===== src/rtl/if_stage_prefetch_pkg.sv =====
// Shared types and constants for the instruction-fetch stage and its prefetch FIFO.
package if_stage_prefetch_pkg;

    typedef enum logic [1:0] {
        IDLE = 2'd0,
        WAIT = 2'd1,
        DROP = 2'd2
    } fetch_state_t;

    localparam logic [31:0] NOP_WORD         = 32'h0000_0000;
    localparam logic [31:0] DEFAULT_RESET_PC = 32'h0000_0000;
    localparam logic [31:0] WORD_BYTES       = 32'd4;

    function automatic logic [31:0] word_align(input logic [31:0] addr);
        return {addr[31:2], 2'b00};
    endfunction

endpackage


===== src/rtl/if_stage_prefetch_fifo.sv =====
// Prefetch FIFO holding {pc_plus4, instr} pairs; flush wins over push and pop.
module fetch_fifo #(
    parameter int DEPTH = 4
) (
    input  logic                   clk,
    input  logic                   rst,
    input  logic                   push,
    input  logic                   pop,
    input  logic                   flush,
    input  logic [63:0]            push_data,
    output logic [63:0]            head_data,
    output logic [$clog2(DEPTH):0] count,
    output logic                   empty,
    output logic                   full
);
    localparam int PW = $clog2(DEPTH);

    logic [63:0]   mem [DEPTH];
    logic [PW-1:0] rd_ptr;
    logic [PW-1:0] wr_ptr;
    logic          do_push;
    logic          do_pop;

    assign empty     = (count == '0);
    assign full      = (count == (PW + 1)'(DEPTH));
    assign do_push   = push && !full && !flush;
    assign do_pop    = pop && !empty && !flush;
    assign head_data = mem[rd_ptr];

    // Pointers are exactly log2(DEPTH) bits so they wrap without explicit compare.
    always_ff @(posedge clk or negedge rst) begin
        if (!rst) begin
            rd_ptr <= '0;
            wr_ptr <= '0;
            count  <= '0;
        end else if (flush) begin
            rd_ptr <= '0;
            wr_ptr <= '0;
            count  <= '0;
        end else begin
            if (do_push) begin
                wr_ptr <= wr_ptr + PW'(1);
            end
            if (do_pop) begin
                rd_ptr <= rd_ptr + PW'(1);
            end
            case ({do_push, do_pop})
                2'b10:   count <= count + (PW + 1)'(1);
                2'b01:   count <= count - (PW + 1)'(1);
                default: count <= count;
            endcase
        end
    end

    always_ff @(posedge clk) begin
        if (do_push) begin
            mem[wr_ptr] <= push_data;
        end
    end

endmodule


===== src/rtl/if_stage_prefetch.sv =====
// Instruction fetch stage: one outstanding req/ack fetch at a time, results buffered in a prefetch FIFO.
module if_stage_prefetch
    import if_stage_prefetch_pkg::*;
#(
    parameter int          DEPTH    = 4,
    parameter logic [31:0] RESET_PC = DEFAULT_RESET_PC
) (
    input  logic        clk,
    input  logic        rst,
    input  logic        Freeze,
    input  logic        Branch_Taken,
    input  logic [31:0] Branch_Address,
    output logic        Imem_Req,
    output logic [31:0] Imem_Addr,
    input  logic        Imem_Ack,
    input  logic [31:0] Imem_Data,
    output logic        Valid,
    output logic [31:0] Instruction,
    output logic [31:0] PC
);
    localparam int CW = $clog2(DEPTH) + 1;

    fetch_state_t  state;
    logic [31:0]   fetch_pc;
    logic [63:0]   head;
    logic [CW-1:0] fifo_count;
    logic          fifo_empty;
    logic          fifo_full;
    logic          push;
    logic          pop;
    logic          flush;

    assign flush = Branch_Taken;
    assign push  = (state == WAIT) && Imem_Ack && !Branch_Taken && !fifo_full;
    assign pop   = Valid && !Freeze && !Branch_Taken;

    assign Valid       = !fifo_empty;
    assign Instruction = fifo_empty ? NOP_WORD : head[31:0];
    assign PC          = fifo_empty ? 32'h0 : head[63:32];

    fetch_fifo #(
        .DEPTH(DEPTH)
    ) u_fifo (
        .clk       (clk),
        .rst       (rst),
        .push      (push),
        .pop       (pop),
        .flush     (flush),
        .push_data ({Imem_Addr + WORD_BYTES, Imem_Data}),
        .head_data (head),
        .count     (fifo_count),
        .empty     (fifo_empty),
        .full      (fifo_full)
    );

    // A branch during an outstanding fetch cannot cancel it on the bus, so the
    // request is held in DROP until its ack arrives and the word is thrown away.
    always_ff @(posedge clk or negedge rst) begin
        if (!rst) begin
            state     <= IDLE;
            fetch_pc  <= RESET_PC;
            Imem_Req  <= 1'b0;
            Imem_Addr <= 32'h0;
        end else begin
            case (state)
                IDLE: begin
                    if (Branch_Taken) begin
                        fetch_pc <= word_align(Branch_Address);
                    end else if (fifo_count < CW'(DEPTH)) begin
                        Imem_Req  <= 1'b1;
                        Imem_Addr <= fetch_pc;
                        state     <= WAIT;
                    end
                end
                WAIT: begin
                    if (Branch_Taken) begin
                        fetch_pc <= word_align(Branch_Address);
                        if (Imem_Ack) begin
                            Imem_Req <= 1'b0;
                            state    <= IDLE;
                        end else begin
                            state <= DROP;
                        end
                    end else if (Imem_Ack) begin
                        fetch_pc <= fetch_pc + WORD_BYTES;
                        Imem_Req <= 1'b0;
                        state    <= IDLE;
                    end
                end
                DROP: begin
                    if (Branch_Taken) begin
                        fetch_pc <= word_align(Branch_Address);
                    end
                    if (Imem_Ack) begin
                        Imem_Req <= 1'b0;
                        state    <= IDLE;
                    end
                end
                default: begin
                    Imem_Req <= 1'b0;
                    state    <= IDLE;
                end
            endcase
        end
    end

endmodule


===== config.mk =====
export PLATFORM = sky130hd
export DESIGN_NAME = if_stage_prefetch
export DESIGN_NICKNAME = d
export VERILOG_FILES = /design/src/rtl/if_stage_prefetch_pkg.sv /design/src/rtl/if_stage_prefetch_fifo.sv /design/src/rtl/if_stage_prefetch.sv
export SDC_FILE = /design/constraint.sdc
export NUM_CORES = 1
export LEC_CHECK = 0
export ABC_AREA = 0
export CAP_MARGIN = 0
export CORE_MARGIN = 2
export CORE_UTILIZATION = 40
export CTS_BUF_LIST = sky130_fd_sc_hd__clkbuf_16
export CTS_CLUSTER_SIZE = 24
export DETAILED_ROUTE_END_ITERATION = 12
export PLACE_DENSITY_LB_ADDON = 0.25
export SLEW_MARGIN = 20
export SYNTH_ARGS = -nofsm -noshare
export SYNTH_HDL_FRONTEND = slang
export SYNTH_SLANG_ARGS = --single-unit

===== constraint.sdc =====
create_clock -name clk -period 4.65 [get_ports clk]
set_input_delay 0.93 -clock clk [delete_from_list [all_inputs] [get_ports clk]]
set_output_delay 0.93 -clock clk [all_outputs]
set_load 0.01 [all_outputs]

==> run summary <==
Layout
• **most common library cell in the layout ignoring fill and taps** sky130_fd_sc_hd__edfxtp_1
• **Finished Layout Cells** 1550
• **total inserted antenna cells** 0
• **register area** 9200 um2
• **area of the multi-input gates** 4420 um2
• **synth-to-layout area growth** 23.2%
• **Final Net Count** 1152
• **final design utilization** 49.8%
• **Filler Cell Count** 2972
• **top library cells by usage in the layout, fill and taps aside** sky130_fd_sc_hd__edfxtp_1 (248), sky130_fd_sc_hd__clkdlybuf4s50_1 (159), sky130_fd_sc_hd__dfrtp_1 (68), sky130_fd_sc_hd__and2_1 (68), sky130_fd_sc_hd__mux4_2 (62)
• **share of post-route cells with drive strength above 1** 15.7%

Synth
• **post-synthesis mux area share** 11.8%
• **number of synthesis warnings** 0
• **sequential share of the synthesized area** 66.2%
• **xor and xnor fraction of the mapped netlist area** 1.89%
• **Adder-Cell Fraction of Synth Area** 1.13%
• **main combinational cell family by area after synthesis** multiplexers
• **leading area contributor after synthesis** sky130_fd_sc_hd__edfxtp_1
• **Synth Area in Compound Gates** 5.19%
• **number of flip-flops and latches in the synthesized netlist** 318
• **leading register cell type out of synthesis** sky130_fd_sc_hd__edfxtp_1
• **number of enable flip-flop cells after synthesis** 248
• **average instance area after synthesis** 15.3 um2
• **synthesized netlist cell count** 910
• **post-synthesis async set-or-reset flop share** 22.0%
• **synthesized area** 13900 um2
• **share of the synthesized area in the top cell type** 53.6%
• **most area-consuming cells after synthesis** sky130_fd_sc_hd__edfxtp_1 (54%), sky130_fd_sc_hd__dfrtp_1 (13%), sky130_fd_sc_hd__mux4_2 (10%), sky130_fd_sc_hd__and2_1 (3.1%), sky130_fd_sc_hd__mux2_2 (1.7%)
• **number of distinct library cells after synthesis** 59
• **simple-gate area share of the yosys netlist** 11.5%

Clock network
• **post-cts gate resize count** 0
• **htree depth** 2
• **clock insertion delay at the later pin of the skew report** 510 ps
• **Num CTS Buffers** 35
• **clk buf depth** 3
• **clock tree from TritonCTS** done
• **number of post-CTS setup repair buffers** 0
• **post-CTS clock slew at the launch and capture registers of the worst setup and hold paths** 70 ps
• **# clock sinks** 318
• **root buffer cell** sky130_fd_sc_hd__clkbuf_16
• **quantity of hold-fixing buffers added after cts** 0

Worst setup path
• **Crit path required time** 3720 ps
• **slowest CP cell** sky130_fd_sc_hd__dfrtp_4
• **CP startpoint kind** register
• **Worst setup EP type** output port
• **longest individual stage delay on the worst path** 1010 ps
• **class of the most critical setup path** register to output port
• **family of cells with the greatest summed delay on the critical path** flip-flops
• **logic depth of the worst register-to-register path** 9
• **crit path cell chain** buf_4 > mux4_2 > and2_1 > clkdlybuf4s50_1
• **number of buffer and inverter instances along the worst setup path** 2
• **worst-path maximum fanout** 44
• **endpoint arrival time on the critical path** 3150 ps
• **total stage count of the critical path** 4

Global routing
• **global-route wire length before repair** 47600 um
• **antenna violations before repair** 0
• **Global Route met2 Usage** 27.2%
• **met3 Usage GRT** 2.98%
• **peak-usage layer in the global routing report** met2
• **grt met1 use** 23.9%
• **Tot GR Track Use** 16.9%
• **Remaining Overflow, GRT** 0
• **pin count of the biggest net entering global routing** 71
• **vias in the first global route** 8518

Routing
• **number of routed nets with antenna violations** 0
• **Total Routed Length** 30500 um
• **remaining design rule violation count** 0
• **Initial DRC Count** 493
• **routed wire length per instance** 19.7 um
• **Avg Vias per Cell** 5.38
• **number of iterations in the first detailed-routing pass** 5
• **overall via count from detail_route** 8336

STA
• **Worst-Margin Slew** 1010 ps
• **count of final hold-check violations** 0
• **Setup violations, final** 0
• **max-slew violation total from the final report** 0
• **period utilization** 87.8%
• **tightest hold margin** 508 ps
• **RSZ-0062 raised after global routing** false
• **sum of negative setup slack** 0 ps
• **Setup Skew** 26.6 ps
• **normalized max-slew margin** 32.4%
• **final period demand of the worst path** 4080 ps
• **Highest Clock Rate** 0.245 GHz

Power and ir drop
• **leakage power** 0.00574 uW
• **Tot Pwr** 10200 uW
• **largest voltage drop on the vdd net** 0.324 mV
• **Power Dens Cells** 597 nW/um2

Min path
• **Hold Path Depth** 1
• **Hold WC Path Type** register to register

Floorplan
• **initial cell density of the core** 40.4%
• **width of the die** 190 um
• **number of top-level pins** 167
• **vertical die dimension** 190 um
• **Site Rows** 68
• **Core ar.** 34400 um2
• **die area** 36300 um2

Place
• **last weighted congestion value of the routability-driven placer** 0.884
• **count of input and output buffers** 160
• **# placed instances** 1489
• **placed wire-length estimate after detailed placement** 19000 um

Run status
• **status** finished clean

Flow run
• **maximum capacitance violations** 0

## Yosys cell counts, types with 4 or more instances
cell,instances
sky130_fd_sc_hd__edfxtp_1,248
sky130_fd_sc_hd__dfrtp_1,70
sky130_fd_sc_hd__and2_1,68
sky130_fd_sc_hd__mux4_2,62
sky130_fd_sc_hd__nand2_1,42
sky130_fd_sc_hd__clkbuf_1,40
sky130_fd_sc_hd__nor2_1,34
sky130_fd_sc_hd__nand3_1,32
sky130_fd_sc_hd__a21oi_1,30
sky130_fd_sc_hd__o21ai_0,25
sky130_fd_sc_hd__mux2_2,21
sky130_fd_sc_hd__nand4_1,19
sky130_fd_sc_hd__inv_1,16
sky130_fd_sc_hd__nor3_1,16
sky130_fd_sc_hd__nor4_1,16
sky130_fd_sc_hd__xor2_1,16
sky130_fd_sc_hd__xnor2_1,14
sky130_fd_sc_hd__buf_2,12
sky130_fd_sc_hd__and3_1,11
sky130_fd_sc_hd__ha_1,11
sky130_fd_sc_hd__and4_1,7
sky130_fd_sc_hd__nor4b_1,7
sky130_fd_sc_hd__or4_1,7
sky130_fd_sc_hd__a211oi_1,6
sky130_fd_sc_hd__o22a_1,6
sky130_fd_sc_hd__o211ai_1,5
sky130_fd_sc_hd__o31ai_1,5
sky130_fd_sc_hd__or3_1,5
sky130_fd_sc_hd__a31o_2,4
sky130_fd_sc_hd__a31oi_1,4
sky130_fd_sc_hd__buf_4,4
## final timing paths
check | from | slack [ps] | endpoint
setup / recovery | u_fifo.rd_ptr[0]$_DFFE_PN0P_ | 570 | Instruction[29]
hold / removal | Imem_Req$_DFFE_PN0P_ | 510 | Imem_Req$_DFFE_PN0P_
setup reg to reg | state[1]$_DFFE_PN0P_ | 1880 | u_fifo.count[2]$_DFFE_PN0P_
hold reg to reg | Imem_Req$_DFFE_PN0P_ | 510 | Imem_Req$_DFFE_PN0P_
max in group asynchronous | rst | 3320 | u_fifo.rd_ptr[0]$_DFFE_PN0P_
min in group asynchronous | rst | 630 | state[1]$_DFFE_PN0P_
## where the power goes
| group | switching, uW | internal [uW] | leakage [uW] |
|---|---|---|---|
| clock | 1050 | 1600 | 0.000579 |
| sequential | 615 | 3650 | 0.00307 |
| combinational | 1620 | 1700 | 0.00209 |
## logic make-up after synthesis
family / Yosys count
fa+ha+maj: 12
buf+inv: 73
compound gates: 110
xor+xnor: 30
other cells: 1
mux: 84
flops: 318
simple gates: 282
## area by class of cell
type                            count  share of cell area [%]
Inverter                           16                   0.351
Clock inverter                     24                    1.07
Timing Repair Buffer              178                    10.3
Tap cell                          455                    3.32
Multi-Input combinational cell    522                    25.8
Clock buffer                       37                    5.41
Sequential cell                   318                    53.7
## metal layers
metal  up-vias  part of all wire [%]
met5         -                     0
met4         0                   2.0
met3        35                   5.2
met2       261                    47
met1      4163                    46
li1       3877                     -
## through the flow
stage / cell area, um2 / setup slack, ps
after CTS: 17100 / 449
after global placement: 16000 / 923
after detailed placement: 16000 / 909
after global routing: 17100 / 308
final: 17100 / 565
after floorplan: 13900 / 1360
## state kept, by name (all words and copies together) (netlist names)
register / flops
u_fifo.rd_ptr: 2
Imem_Addr: 30
u_fifo.wr_ptr: 2
u_fifo.count: 3
Imem_Req: 1
state: 2
u_fifo.mem: 248
fetch_pc: 30
No activity file was read; power rests on OpenSTA's default activity.
